==> src/rtl/icache_pkg.sv <==
// -----------------------------------------------------------------------------
// icache_pkg
// Shared constants and state encoding for the instruction-cache refill path.
//   LINE_SIZE    : cache line width in bits
//   BEAT_WIDTH   : memory response beat width in bits
//   OFFSET_WIDTH : log2 of the line size in bytes (cleared on memory requests)
//   BEATS        : number of response beats that make up one line
//   state_e      : refill FSM states
// -----------------------------------------------------------------------------
package icache_pkg;

    localparam int LINE_SIZE    = 512;
    localparam int BEAT_WIDTH   = 64;
    localparam int OFFSET_WIDTH = 6;
    localparam int BEATS        = LINE_SIZE / BEAT_WIDTH;

    typedef enum logic [1:0] {
        IDLE   = 2'd0,
        REQ    = 2'd1,
        RESP   = 2'd2,
        REFILL = 2'd3
    } state_e;

endpackage : icache_pkg

==> src/rtl/refill_line_buffer.sv <==
// -----------------------------------------------------------------------------
// refill_line_buffer
// Beat counter plus indexed line assembly: each accepted beat is written
// into its slot of the line (beat k lands in bits [k*BEAT_WIDTH +: BEAT_WIDTH]).
// Ports:
//   clk, rst_n    : clock, asynchronous active-low reset (counter only)
//   clear_i       : restart assembly at beat 0
//   beat_valid_i  : a beat is accepted this cycle
//   beat_data_i   : beat payload
//   last_o        : the next accepted beat completes the line
//   line_o        : assembled line
// -----------------------------------------------------------------------------
module refill_line_buffer
    import icache_pkg::*;
#(
    parameter int LINE_W = icache_pkg::LINE_SIZE,
    parameter int BEAT_W = icache_pkg::BEAT_WIDTH
) (
    input  logic              clk,
    input  logic              rst_n,
    input  logic              clear_i,
    input  logic              beat_valid_i,
    input  logic [BEAT_W-1:0] beat_data_i,
    output logic              last_o,
    output logic [LINE_W-1:0] line_o
);

    localparam int NUM_BEATS = LINE_W / BEAT_W;
    localparam int CNT_W     = (NUM_BEATS > 1) ? $clog2(NUM_BEATS) : 1;

    logic [CNT_W-1:0]  cnt_q, cnt_d;
    logic [LINE_W-1:0] line_q, line_d;

    assign last_o = (cnt_q == CNT_W'(NUM_BEATS - 1));
    assign line_o = line_q;

    always_comb begin
        cnt_d  = cnt_q;
        line_d = line_q;
        if (clear_i) begin
            cnt_d = '0;
        end else if (beat_valid_i) begin
            line_d[int'(cnt_q) * BEAT_W +: BEAT_W] = beat_data_i;
            cnt_d = last_o ? '0 : cnt_q + 1'b1;
        end
    end

    always_ff @(posedge clk or negedge rst_n) begin
        if (!rst_n) begin
            cnt_q <= '0;
        end else begin
            cnt_q <= cnt_d;
        end
    end

    // NOTE: the line storage is pure datapath and is fully rewritten before it
    // is ever presented, so it has no reset; keeping it out of the reset tree
    // lets it map onto plain (or memory-style) flops.
    always_ff @(posedge clk) begin
        line_q <= line_d;
    end

endmodule : refill_line_buffer

==> src/rtl/icache_refill_unit.sv <==
// -----------------------------------------------------------------------------
// icache_refill_unit
// Single-outstanding-miss refill engine between the icache and the memory bus.
// Accepts a line miss, issues one line-aligned burst read, assembles the
// response beats into a full line and hands it back to the icache.
// Ports:
//   clk, rst_n                     : clock, asynchronous active-low reset
//   icache_miss_valid_i/_ready_o   : miss handshake
//   icache_miss_addr_i             : miss address (any byte within the line)
//   refill_icache_valid_o/_ready_i : refill handshake
//   refill_icache_data_o           : assembled line
//   mem_req_valid_o/_ready_i       : burst read request handshake
//   mem_req_addr_o                 : line-aligned request address
//   mem_resp_valid_i/_ready_o      : response beat handshake
//   mem_resp_data_i                : response beat data
// -----------------------------------------------------------------------------
module icache_refill_unit
    import icache_pkg::*;
#(
    parameter int ADDR_WIDTH   = 64,
    parameter int LINE_W       = icache_pkg::LINE_SIZE,
    parameter int BEAT_W       = icache_pkg::BEAT_WIDTH,
    parameter int OFFSET_W     = icache_pkg::OFFSET_WIDTH
) (
    input  logic                  clk,
    input  logic                  rst_n,
    input  logic                  icache_miss_valid_i,
    output logic                  icache_miss_ready_o,
    input  logic [ADDR_WIDTH-1:0] icache_miss_addr_i,
    output logic                  refill_icache_valid_o,
    input  logic                  refill_icache_ready_i,
    output logic [LINE_W-1:0]     refill_icache_data_o,
    output logic                  mem_req_valid_o,
    input  logic                  mem_req_ready_i,
    output logic [ADDR_WIDTH-1:0] mem_req_addr_o,
    input  logic                  mem_resp_valid_i,
    output logic                  mem_resp_ready_o,
    input  logic [BEAT_W-1:0]     mem_resp_data_i
);

    state_e                state_q, state_d;
    logic [ADDR_WIDTH-1:0] addr_q, addr_d;
    logic                  buf_clear;
    logic                  beat_accept;
    logic                  buf_last;

    // Beats arriving outside RESP are protocol errors and are dropped here.
    assign beat_accept    = mem_resp_ready_o & mem_resp_valid_i;
    assign mem_req_addr_o = addr_q;

    refill_line_buffer #(
        .LINE_W (LINE_W),
        .BEAT_W (BEAT_W)
    ) u_line_buffer (
        .clk          (clk),
        .rst_n        (rst_n),
        .clear_i      (buf_clear),
        .beat_valid_i (beat_accept),
        .beat_data_i  (mem_resp_data_i),
        .last_o       (buf_last),
        .line_o       (refill_icache_data_o)
    );

    // Every handshake signal is decoded from a single state, so at most one
    // handshake can complete per cycle and all outputs come straight off
    // the state register.
    always_comb begin
        state_d               = state_q;
        addr_d                = addr_q;
        buf_clear             = 1'b0;
        icache_miss_ready_o   = 1'b0;
        mem_req_valid_o       = 1'b0;
        mem_resp_ready_o      = 1'b0;
        refill_icache_valid_o = 1'b0;

        unique case (state_q)
            IDLE: begin
                icache_miss_ready_o = 1'b1;
                if (icache_miss_valid_i) begin
                    addr_d  = {icache_miss_addr_i[ADDR_WIDTH-1:OFFSET_W], {OFFSET_W{1'b0}}};
                    state_d = REQ;
                end
            end
            REQ: begin
                mem_req_valid_o = 1'b1;
                if (mem_req_ready_i) begin
                    buf_clear = 1'b1;
                    state_d   = RESP;
                end
            end
            RESP: begin
                mem_resp_ready_o = 1'b1;
                if (mem_resp_valid_i && buf_last) begin
                    state_d = REFILL;
                end
            end
            REFILL: begin
                refill_icache_valid_o = 1'b1;
                if (refill_icache_ready_i) begin
                    state_d = IDLE;
                end
            end
            default: state_d = IDLE;
        endcase
    end

    always_ff @(posedge clk or negedge rst_n) begin
        if (!rst_n) begin
            state_q <= IDLE;
        end else begin
            state_q <= state_d;
        end
    end

    // Captured address is only meaningful once a miss is accepted.
    always_ff @(posedge clk) begin
        addr_q <= addr_d;
    end

endmodule : icache_refill_unit
==> config.mk <==
export PLATFORM = sky130hd
export DESIGN_NAME = icache_refill_unit
export DESIGN_NICKNAME = d
export VERILOG_FILES = /design/src/rtl/icache_pkg.sv /design/src/rtl/refill_line_buffer.sv /design/src/rtl/icache_refill_unit.sv
export SDC_FILE = /design/constraint.sdc
export NUM_CORES = 1
export LEC_CHECK = 0
export BUFFER_PORTS_ARGS = -buffer_cell sky130_fd_sc_hd__buf_2
export CAP_MARGIN = 10
export CORE_AREA = 4 4 272 274
export CTS_CLUSTER_SIZE = 12
export DETAILED_ROUTE_END_ITERATION = 12
export DIE_AREA = 0 0 276 278
export GPL_ROUTABILITY_DRIVEN = 1
export MAX_ROUTING_LAYER = met4
export PLACE_DENSITY = 0.48
export SYNTH_ARGS = -nofsm -noshare
export SYNTH_HDL_FRONTEND = slang
export SYNTH_SLANG_ARGS = --single-unit
==> constraint.sdc <==
create_clock -name clk -period 13.13 [get_ports clk]
set_input_delay 1.313 -clock clk [delete_from_list [all_inputs] [get_ports clk]]
set_output_delay 1.313 -clock clk [all_outputs]
set_load 0.01 [all_outputs]
==> impl_summary.md, run 1 <==
Run status
The run finished with clean final reports.

Setup path
The kind of critical path is register to register. The worst setup path is captured at a register. The number of cells on the worst reg-to-reg path is 5. STA classifies the critical path startpoint as a register.

The largest fanout on the critical path is 45. The reg-to-reg setup timing slack is 9.50 ns. The data arrival time of the critical path is 3.84 ns. For the worst setup path, the data required time is ~13 ns.

Floorplan
In this run the core area contains 98 standard-cell rows. The initial utilization of the core area, before any placement, comes to 0.293. ~700 I/O pins were placed. The standard cell core area is ~0.071 mm². The die width is 276 µm.

The total die area is 0.0767 mm². Measured along the y axis, the die boundary spans 278 µm.

Yosys
The netlist area before placement is 0.0209 mm². The synthesized netlist cell count is 1,282. The post-synthesis area per instance is between 15 and 20 µm². The Yosys step of the flow raised 0 warnings.

The synthesized flop and latch total is 575. For this run, the leading register cell type out of synthesis is sky130_fd_sc_hd__edfxtp_1. The number of flops mapped to enable cells by yosys is 570.

The number of different library cells in the post-synthesis netlist is 35. The share of the Yosys chip area taken by registers is 0.826. Of all flip-flops after synthesis, the portion carrying an async set or reset was 0.00870.

Timing
The transition at the pin with the smallest max-transition slack is between 1 and 1.5 ns. Summed over all failing endpoints, the final setup total negative slack is 0 ns. Subtracting the final worst setup slack from the clock period gives ~3.6 ns. Setup violations remaining at the end of the flow were counted as 0. Between clock sinks in the finished design, the worst skew comes to between 0.02 and 0.025 ns. In this run the tightest slew margin relative to its limit is 0.241. The count of final hold-check violations is 0. Static timing analysis puts the maximum clock frequency at 275 MHz. The max-slew violation count is 0.

The share of the cycle needed by the critical path after routing is 0.277. Setup repair after global routing left no endpoint under its margin.

Layout
The most common library cell in the layout ignoring fill and taps is sky130_fd_sc_hd__buf_2. For this run, the share of the core covered by cells in the final layout is 0.386. The filler cell count is 6,933. After routing the design area is between 0.02 and 0.03 mm². From synthesis to final layout, the design area changed by 31.7%. The share of layout cells above drive strength 1 is 0.403. The layout net count is 2,153.

In the layout the commonest cells are sky130_fd_sc_hd__buf_2, sky130_fd_sc_hd__edfxtp_1, sky130_fd_sc_hd__and2_1.

Route
The routed layout has between 10,000 and 15,000 vias. The number of vias per cell is 4.46. The number of detailed-routing iterations run before antenna repair is 5.

After detailed routing, the total wire length is between 70,000 and 80,000 µm. In this run the remaining antenna-violating nets after routing total 0. In the final routed layout, each cell accounts on average for 26.2 µm. The first routing iteration left 795 violations.

After detailed routing, the number of remaining DRC violations is 0.

Power and ir drop
Cell internal power was estimated by the tool at 3.36 mW. In this run the power density over the cells is 179 mW/mm². The share of total power dissipated in sequential elements is 0.447. The share of total power dissipated in combinational logic is 0.207. The switching power as a share of total power is 0.316.

The leakage power of the design is 10.8 nW. The share of power burned in the clock network is 0.346. The worst IR drop on VDD is 0.121 mV. The power after layout is 4.92 mW. The switching power total is between 1.5 and 2 mW.

Clock network
In this run, post-CTS repair resized a total of 0 instances. In this run, CTS created clock tree buffers numbering 66. Buffers inserted to repair hold after CTS numbered 0.

The longest clock path from root to sink contains 3 buffers. Buffers added to address setup during post-CTS repair amount to 0. The clock-pin slew reported for the worst setup and hold paths after clock tree synthesis is 0.05 ns.

In this run the number of H-tree levels came out at 3. Counting every sink on the clock net gives between 500 and 600. The clock root buffer is sky130_fd_sc_hd__clkbuf_16. The CTS tree is done. The clock latency on the worst-skew pair is 0.61 ns.

GRT
The number of global-route vias before repair came to ~14,000. The first-pass GRT wire length is between 100,000 and 150,000 µm. For this run the aggregate overflow at the end of global routing stands at 0. Across every metal layer, demand over resource in global routing totals 0.205. The number of antenna violations at the first check in global routing came to 10. The largest net degree at the start of global routing is 65.

Placement
The placed instance area is around 0.026 mm². At the end of routability-driven placement, the weighted congestion stood at between 0.8 and 0.9. The count of buffers added on input and output ports is 701. The detailed placement HPWL is 56,600 µm.

Job
The number of max-cap violations is 0.

Hold path
The tightest min-delay check is of the primary input to asynchronous set/reset pin type.
==> state kept, by name, summed over array words and instances (netlist names) <==
register              flops
mem_req_addr_o           58
u_line_buffer.line_o    512
state_q                   2
u_line_buffer.cnt_q       3
==> layout make-up <==
type                       count  area (µm²)  area share
tap                          950        1190      0.0432
timing repair buffer         723        3670       0.134
antenna                        3        7.51    0.000273
inverter                       7        26.3    0.000955
sequential                   575       17200       0.627
clock buffer                  82        1710      0.0622
multi-input combinational    637        3400       0.124
clock inverter                31         262     0.00950
==> synthesized netlist by cell type (all sizes together) (3+ instances only) <==
master	number	area share
nor2b	4	0.0012
a21oi	4	0.00096
ha	9	0.0054
inv	7	0.0013
nor2	250	0.045
or3	3	0.00090
dfrtp	5	0.0060
edfxtp	570	0.82
nor3	3	0.00072
nand2	68	0.012
buf	34	0.0092
nor4	3	0.0023
and3	14	0.0042
and2	257	0.077
clkbuf	34	0.0061
==> power groups by stage <==
stage	clock network, mW	logic (mW)	registers, mW
floorplan	0	0.546	2.28
global placement	0	1.05	2.24
detailed placement	0	1.06	2.24
CTS	1.75	1.07	2.20
global route	1.83	1.12	2.21
finish	1.70	1.02	2.20
==> routing by layer <==
| layer | wire, µm | track usage | vias up | share of wire |
|---|---|---|---|---|
| met4 | 2900 | 0.0743 | 0 | 0.037 |
| met1 | 27300 | 0.212 | 6740 | 0.35 |
| met3 | 6540 | 0.0655 | 128 | 0.083 |
| met2 | 41900 | 0.367 | 608 | 0.53 |
| li1 | - | - | 5939 | - |
| met5 | 0 | - | - | 0 |
==> path summary, 6_finish.rpt <==
path / startpoint / to
max in group asynchronous: rst_n / u_line_buffer.cnt_q[0]
min in group clk: state_q[0] / state_q[0]
min: rst_n / state_q[1]
min reg2reg: state_q[0] / state_q[0]
max: u_line_buffer.cnt_q[1] / u_line_buffer.line_o[337]
max reg2reg: u_line_buffer.cnt_q[1] / u_line_buffer.line_o[337]
==> worst max-delay path, stage by stage (launching register included) <==
cell	delay, ns
sky130_fd_sc_hd__dfrtp_1	0.50
sky130_fd_sc_hd__inv_1	0.08
sky130_fd_sc_hd__ha_1	0.62
sky130_fd_sc_hd__nand4_1	0.50
sky130_fd_sc_hd__nor2_4	0.72
sky130_fd_sc_hd__buf_4	0.68
==> stage by stage <==
stage                     std cells  setup slack (ns)  hold WS [ns]
after floorplan                1287              4.27         0.534
after global placement         2892              9.23         0.548
after detailed placement       2892              9.20         0.572
after CTS                      3005              9.45         0.485
after global routing           3007              9.25         0.499
final                          3008              9.50         0.529
==> kinds of logic after synthesis <==
family / Yosys count / synth area share
DFF: 575 / 0.826
adders and majority gates: 9 / 0.00539
AOI/OAI and AO/OA: 10 / 0.00372
other: 1 / 0.000180
muxes: 3 / 0.00150
and+or+nand+nor: 609 / 0.147
buffers and inverters: 75 / 0.0165
(Power assumes the default switching activity.)
==> run 2: changes to the inputs <==
==> constraint.sdc (replaced) <==
create_clock -name clk -period 3.6 [get_ports clk]
set_input_delay 0.36 -clock clk [delete_from_list [all_inputs] [get_ports clk]]
set_output_delay 0.36 -clock clk [all_outputs]
set_load 0.01 [all_outputs]
==> impl_summary.md, run 2 (synthesis gave the netlist of run 1 again) <==
Run status
The run finished with clean final reports.

Timing
The maximum clock frequency came to 347 MHz (+26%). The headroom to the max-slew limit is 0.298 (+0.0564). The shortest clock period the worst path allows after layout is 2.88 ns (-0.749 ns). The share of the cycle needed by the critical path after routing is 0.801 (+0.524). The count of final hold-check violations came to 0 (unchanged). The max-slew violation count is 0 (unchanged). The post-route worst setup slack is 0.718 ns (-8.78 ns). The transition at the pin with the smallest max-transition slack is 1.05 ns (-0.0872 ns). The worst-case clock skew is 0.0255 ns (+0.00383 ns).

The number of setup violations in the final report is 0 (unchanged). Setup repair after global routing left no endpoint under its margin.

Power and ir drop
The leakage power of the design is 11.2 nW (+4.0%). The total power density per cell area was 642 mW/mm² (+260%). The worst IR drop on VDD is 0.578 mV (+380%).

Setup path
The startpoint identified for the worst register-to-register timing path is u_line_buffer.cnt_q[0]. The destination of the worst register-to-register timing path is u_line_buffer.line_o[235]. The worst path required time is 3.85 ns (-9.49 ns). The kind of critical path is register to register. STA classifies the critical path endpoint as a register. The largest fanout on the critical path came to 46 (+2.2%).

STA classifies the critical path startpoint as a register. The number of cell instances on the worst register-to-register path is 8 (+3). The reg-to-reg setup timing slack is 0.72 ns (-8.78 ns).

The data arrival time of the critical path is 3.13 ns (-0.71 ns).

Clock network
The total clock buffers created by CTS is 67 (+1.5%). TritonCTS built the clock tree. The clock latency on the worst-skew pair is 0.61 ns (about the same). The number of instances resized during post-cts repair came to 0 (unchanged). The clock-pin slew reported for the worst setup and hold paths after clock tree synthesis was 0.06 ns (about the same). The number of sinks driven by the clock tree is 575 (unchanged). The clock root buffer is sky130_fd_sc_hd__clkbuf_16. The post-CTS repair timing setup buffer count is 0 (unchanged).

The H-tree depth reported by CTS is 3 (unchanged). The worst-case clock buffer depth is 3 (unchanged).

GRT
The first-pass GRT wire length came to 110,000 µm (+0.50%). The largest net degree at the start of global routing came to 65 (unchanged). The number of global-route vias before repair is 14,100 (+3.5%). The aggregate global-route resource usage came to 0.206 (+0.000881). The number of antenna violations at the first check in global routing was 6 (-4). The remaining global-route overflow is 0 (unchanged).

Route
The number of vias per cell is 4.43 (-0.61%). The average wire per cell in the routed design was 25.7 µm (-1.7%). The residual antenna-violating net count after detailed routing is 0 (unchanged). The final wirelength was 79,300 µm (+0.75%). The number of detailed-routing iterations run before antenna repair is 5 (unchanged). The total via count after detailed routing is 13,700 (+1.9%).

The residual DRC count was 0 (unchanged). The number of design-rule violations left by the first detailed-router iteration is 836 (+5.2%).

Floorplan
The die width is 276 µm (unchanged). The effective utilization at floorplan is 0.293 (unchanged). The number of placed I/O pins is 714 (unchanged). The total die area is 0.0767 mm² (unchanged). The cell row count is 98 (unchanged). The die outline height was 278 µm (unchanged). The standard cell core area is 0.0714 mm² (unchanged).

Placement
The final RePlAce weighted congestion is 0.825 (-1.8%). The detailed placement HPWL is 58,100 µm (+2.7%). The setup slack at placement is 0.670 ns (-8.53 ns). The number of buffers added on ports is 701 (unchanged). The post-placement cell count came to 2,903 (+0.38%).

Hold path
The instance count along the most critical hold path is 2. The hold path endpoint is u_line_buffer.line_o[417]. The worst hold path begins at mem_resp_data_i[33]. The worst min-delay path category is primary input to register.

Layout
The filler cell count came to 6,795 (-2.0%). The area used by multi-input combinational logic is 0.00344 mm² (+1.3%). The share of layout cells above drive strength 1 was 0.395 (-0.00800).

The register cell area after layout was 0.0172 mm² (unchanged). The flip-flop count of the largest register after layout is 512 (unchanged). The library cell used most frequently in the layout, excluding fill and tap cells, is sky130_fd_sc_hd__buf_2.

In the layout the commonest cells are sky130_fd_sc_hd__buf_2, sky130_fd_sc_hd__edfxtp_1, sky130_fd_sc_hd__and2_1. The layout net count is 2,225 (+3.3%). The final cell count without fillers is 3,083 (+2.5%). Relative to the synthesized area, the layout overhead comes to 36.5%.

Job
The number of max-cap violations is 0 (unchanged).
==> run 2: cell count changes in the layout (fill, tap and decap cells not counted), sizes merged <==
cell,change
diode,-2
clkbuf,+5
clkinvlp,-3
clkinv,+1
dlygate4sd3,+60
buf,+11
inv,+3
==> run 2: critical path, stage by stage, from the launching register on <==
cell and delay (ns):
sky130_fd_sc_hd__dfrtp_2 0.55, sky130_fd_sc_hd__inv_4 0.09, sky130_fd_sc_hd__ha_4 0.17, sky130_fd_sc_hd__ha_1 0.29, sky130_fd_sc_hd__buf_4 0.18, sky130_fd_sc_hd__inv_1 0.10
sky130_fd_sc_hd__or3_1 0.47, sky130_fd_sc_hd__nor3_4 0.31, sky130_fd_sc_hd__buf_12 0.30
==> run 2: area by class of cell <==
class	count	share of cell area
antenna	1	0.0000878
timing repair buffer	794	0.159
sequential	575	0.605
multi-input combinational	637	0.121
clock inverter	32	0.00948
inverter	7	0.00101
clock buffer	87	0.0622
tap	950	0.0417
==> run 2: layer usage <==
metal	vias to the layer above	GRT usage	routed length [µm]
met1	6862	0.209	27100
li1	6100	-	-
met4	0	0.0649	2510
met3	110	0.0657	6450
met2	593	0.378	43200
met5	-	-	0
==> run 2: metrics by stage <==
stage               utilization  TNS [ns]  power [mW]  instance area (µm²)  hold WS (ns)
floorplan                     -    -83.63        10.4                21000        0.0644
global placement          0.362         0        12.1                25800         0.184
detailed placement        0.362         0        12.2                25800         0.189
CTS                       0.399         0        18.7                28500        0.0733
global route              0.399         0        19.2                28500        0.0982
finish                    0.399         0        18.3                28500         0.120
==> run 2: worst max path at each step <==
stage / from / to / slack, ns / cells past startpoint
2_1_floorplan: u_line_buffer.cnt_q[0] / u_line_buffer.line_o[384] / -0.35 / 6
5_1_grt: u_line_buffer.cnt_q[0] / u_line_buffer.line_o[41] / 0.59 / 8
6_report: u_line_buffer.cnt_q[0] / u_line_buffer.line_o[235] / 0.72 / 8
3_3_place_gp: u_line_buffer.cnt_q[0] / u_line_buffer.line_o[12] / 0.72 / 8
3_5_place_dp: u_line_buffer.cnt_q[1] / u_line_buffer.line_o[12] / 0.67 / 8
4_1_cts: u_line_buffer.cnt_q[1] / u_line_buffer.line_o[12] / 0.67 / 8
==> run 2: power by group <==
group | internal [mW] | switching (mW) | total, mW
Clock | 3.60 | 2.77 | 6.37
Combinational | 1.03 | 2.85 | 3.87
Sequential | 7.91 | 0.126 | 8.04
==> run 2: repair_timing <==
item                                   CTS  global route
hold buffers                            60             0
endpoints found under the hold margin   66             0
setup endpoints to repair                0             0
==> run 3: changes to the inputs <==
--- a/config.mk
+++ b/config.mk
@@ -7,10 +7,10 @@
 export LEC_CHECK = 0
 export BUFFER_PORTS_ARGS = -buffer_cell sky130_fd_sc_hd__buf_2
 export CAP_MARGIN = 10
-export CORE_AREA = 4 4 272 274
+export CORE_AREA = 4 4 278 280
 export CTS_CLUSTER_SIZE = 12
 export DETAILED_ROUTE_END_ITERATION = 12
-export DIE_AREA = 0 0 276 278
+export DIE_AREA = 0 0 282 284
 export GPL_ROUTABILITY_DRIVEN = 1
 export MAX_ROUTING_LAYER = met4
 export PLACE_DENSITY = 0.48
==> constraint.sdc (replaced) <==
create_clock -name clk -period 2.55 [get_ports clk]
set_input_delay 0.255 -clock clk [delete_from_list [all_inputs] [get_ports clk]]
set_output_delay 0.255 -clock clk [all_outputs]
set_load 0.01 [all_outputs]
==> impl_summary.md, run 3 (synthesis gave the netlist of run 1 again) <==
GRT
The number of global-route vias before repair came to 13,900 (-1.0%). The aggregate global-route resource usage was 0.197 (-0.00915). The first-pass GRT wire length is 108,000 µm (-1.9%). The remaining global-route overflow is 0 (unchanged). The largest net degree at the start of global routing came to 65 (unchanged). The number of antenna violations at the first check in global routing is 9 (+3).

Timing
The headroom to the max-slew limit is 0.379 (+0.0809). The share of the cycle needed by the critical path after routing is 0.962 (+0.161). The count of final hold-check violations came to 0 (unchanged). The number of setup violations in the final report is 0 (unchanged). The post-route worst setup slack was 0.0981 ns (-0.620 ns). The transition at the pin with the smallest max-transition slack is 0.932 ns (-0.119 ns). The shortest clock period the worst path allows after layout is 2.45 ns (-0.430 ns). Setup repair after global routing left no endpoint under its margin. The max-slew violation count is 0 (unchanged). The maximum clock frequency came to 408 MHz (+18%).

The worst-case clock skew came to 0.0198 ns (-0.00577 ns).

Clock network
TritonCTS built the clock tree. The clock root buffer is sky130_fd_sc_hd__clkbuf_16. The worst-case clock buffer depth is 3 (unchanged). The H-tree depth reported by CTS came to 3 (unchanged). The clock latency on the worst-skew pair was 0.60 ns (about the same).

The number of sinks driven by the clock tree is 575 (unchanged). The total clock buffers created by CTS is 67 (unchanged). The clock-pin slew reported for the worst setup and hold paths after clock tree synthesis was 0.06 ns (about the same).

Setup path
The kind of critical path is register to register. The data arrival time of the critical path was 2.70 ns (-0.43 ns). The largest fanout on the critical path is 46 (unchanged).

STA classifies the critical path startpoint as a register. The type of element capturing the critical path is a register. The worst path required time is 2.79 ns (-1.06 ns).

Route
The final wirelength came to 79,800 µm (+0.62%). The total via count after detailed routing was 13,600 (-0.40%). The number of design-rule violations left by the first detailed-router iteration is 908 (+8.6%).

The residual DRC count is 0 (unchanged). The average wire per cell in the routed design is 25.4 µm (-1.1%). The number of vias per cell is 4.34 (-2.1%). The residual antenna-violating net count after detailed routing was 0 (unchanged).

The number of detailed-routing iterations run before antenna repair is 5 (unchanged).

Floorplan
The die outline height is 284 µm (+2.2%). The cell row count is 100 (+2.0%). The number of placed I/O pins is 714 (unchanged). The effective utilization at floorplan is 0.281 (-0.0121).

The total die area is 0.0801 mm² (+4.4%). The die width is 282 µm (+2.2%). The standard cell core area is 0.0744 mm² (+4.3%).

Placement
The setup slack at placement was 0.0623 ns (-0.607 ns). The final RePlAce weighted congestion is 0.804 (-2.6%). The detailed placement HPWL is 58,600 µm (+0.80%).

The post-placement cell count is 2,943 (+1.4%). The number of buffers added on ports is 701 (unchanged).

Run status
The run finished with clean final reports.

Power and ir drop
The power after layout was 26.3 mW (+44%). The worst IR drop on VDD is 0.614 mV (+6.2%). The total power density per cell area is 909 mW/mm² (+42%).

The leakage power of the design was 11.4 nW (+2.0%).

Layout
The library cell used most frequently in the layout, excluding fill and tap cells, is sky130_fd_sc_hd__buf_2. The final cell count without fillers came to 3,137 (+1.8%). The library cells used most frequently in the layout, excluding fill and tap cells, are sky130_fd_sc_hd__buf_2, sky130_fd_sc_hd__edfxtp_1, sky130_fd_sc_hd__and2_1.

The share of layout cells above drive strength 1 is 0.402 (+0.00672). The flip-flop count of the largest register after layout is 512 (unchanged). The area growth from synthesis to layout is 38.8%. The final cell utilization of the core was 0.389 (-0.0101). The layout net count is 2,260 (+1.6%).

Job
The number of max-cap violations is 0 (unchanged).

Hold path
The tightest min-delay check is of the primary input to register type.
## run 3: critical path: stages, from the launching register on
cell                      delay, ns
sky130_fd_sc_hd__dfrtp_2       0.38
sky130_fd_sc_hd__inv_4         0.05
sky130_fd_sc_hd__ha_4          0.15
sky130_fd_sc_hd__ha_1          0.34
sky130_fd_sc_hd__or3_1         0.48
sky130_fd_sc_hd__nor3_4        0.27
sky130_fd_sc_hd__buf_12        0.29
## run 3: through the flow
step	area, µm²	hold slack (ns)	TNS, ns
2_1_floorplan	21000	-0.0406	-621.23
3_5_place_dp	26100	0.0887	0
6_report	29000	0.0369	0
4_1_cts	28900	0.00124	0
5_1_grt	29000	0.0122	0
3_3_place_gp	26100	0.0896	0
## run 3: cell type report
type	count	area, µm²
Antenna cell	2	5.00
Clock buffer	82	1780
Clock inverter	36	339
Fill cell	7066	45500
Inverter	7	28.8
Multi-Input combinational cell	637	3440
Sequential cell	575	17200
Tap cell	969	1210
Timing Repair Buffer	829	4940
## run 3: what timing repair did
item / in CTS / in global routing
resized for setup: 0 / 5
setup endpoints to repair: 0 / 45
endpoints found under the hold margin: 94 / 0
buffers inserted: 0 / 1
hold buffers: 71 / 0
## run 3: worst paths after layout
check | startpoint | cells after the start | endpoint | slack, ns
worst min register to register | state_q[0] | 1 | state_q[0] | 0.59
worst max-delay path | u_line_buffer.cnt_q[0] | 6 | u_line_buffer.line_o[459] | 0.1
max in group asynchronous | rst_n | 3 | u_line_buffer.cnt_q[0] | 1.72
worst min-delay path | mem_resp_data_i[47] | 2 | u_line_buffer.line_o[47] | 0.04
min in group asynchronous | rst_n | 3 | state_q[0] | 0.60
worst max register to register | u_line_buffer.cnt_q[0] | 6 | u_line_buffer.line_o[459] | 0.1
## run 3: routing by layer
| layer | global-route usage | wire [µm] | share of wire |
|---|---|---|---|
| met5 | - | 0 | 0 |
| met4 | 0.0595 | 2480 | 0.031 |
| met3 | 0.0522 | 6050 | 0.076 |
| met2 | 0.358 | 43100 | 0.54 |
| met1 | 0.208 | 28100 | 0.35 |
## run 3: power breakdown
group	leakage [nW]	internal, mW	switching [mW]	total [mW]
Clock	1.02	5.48	3.87	9.35
Combinational	4.97	1.63	4.06	5.69
Sequential	5.45	11.2	0.129	11.3
Total	11.4	18.3	8.06	26.3
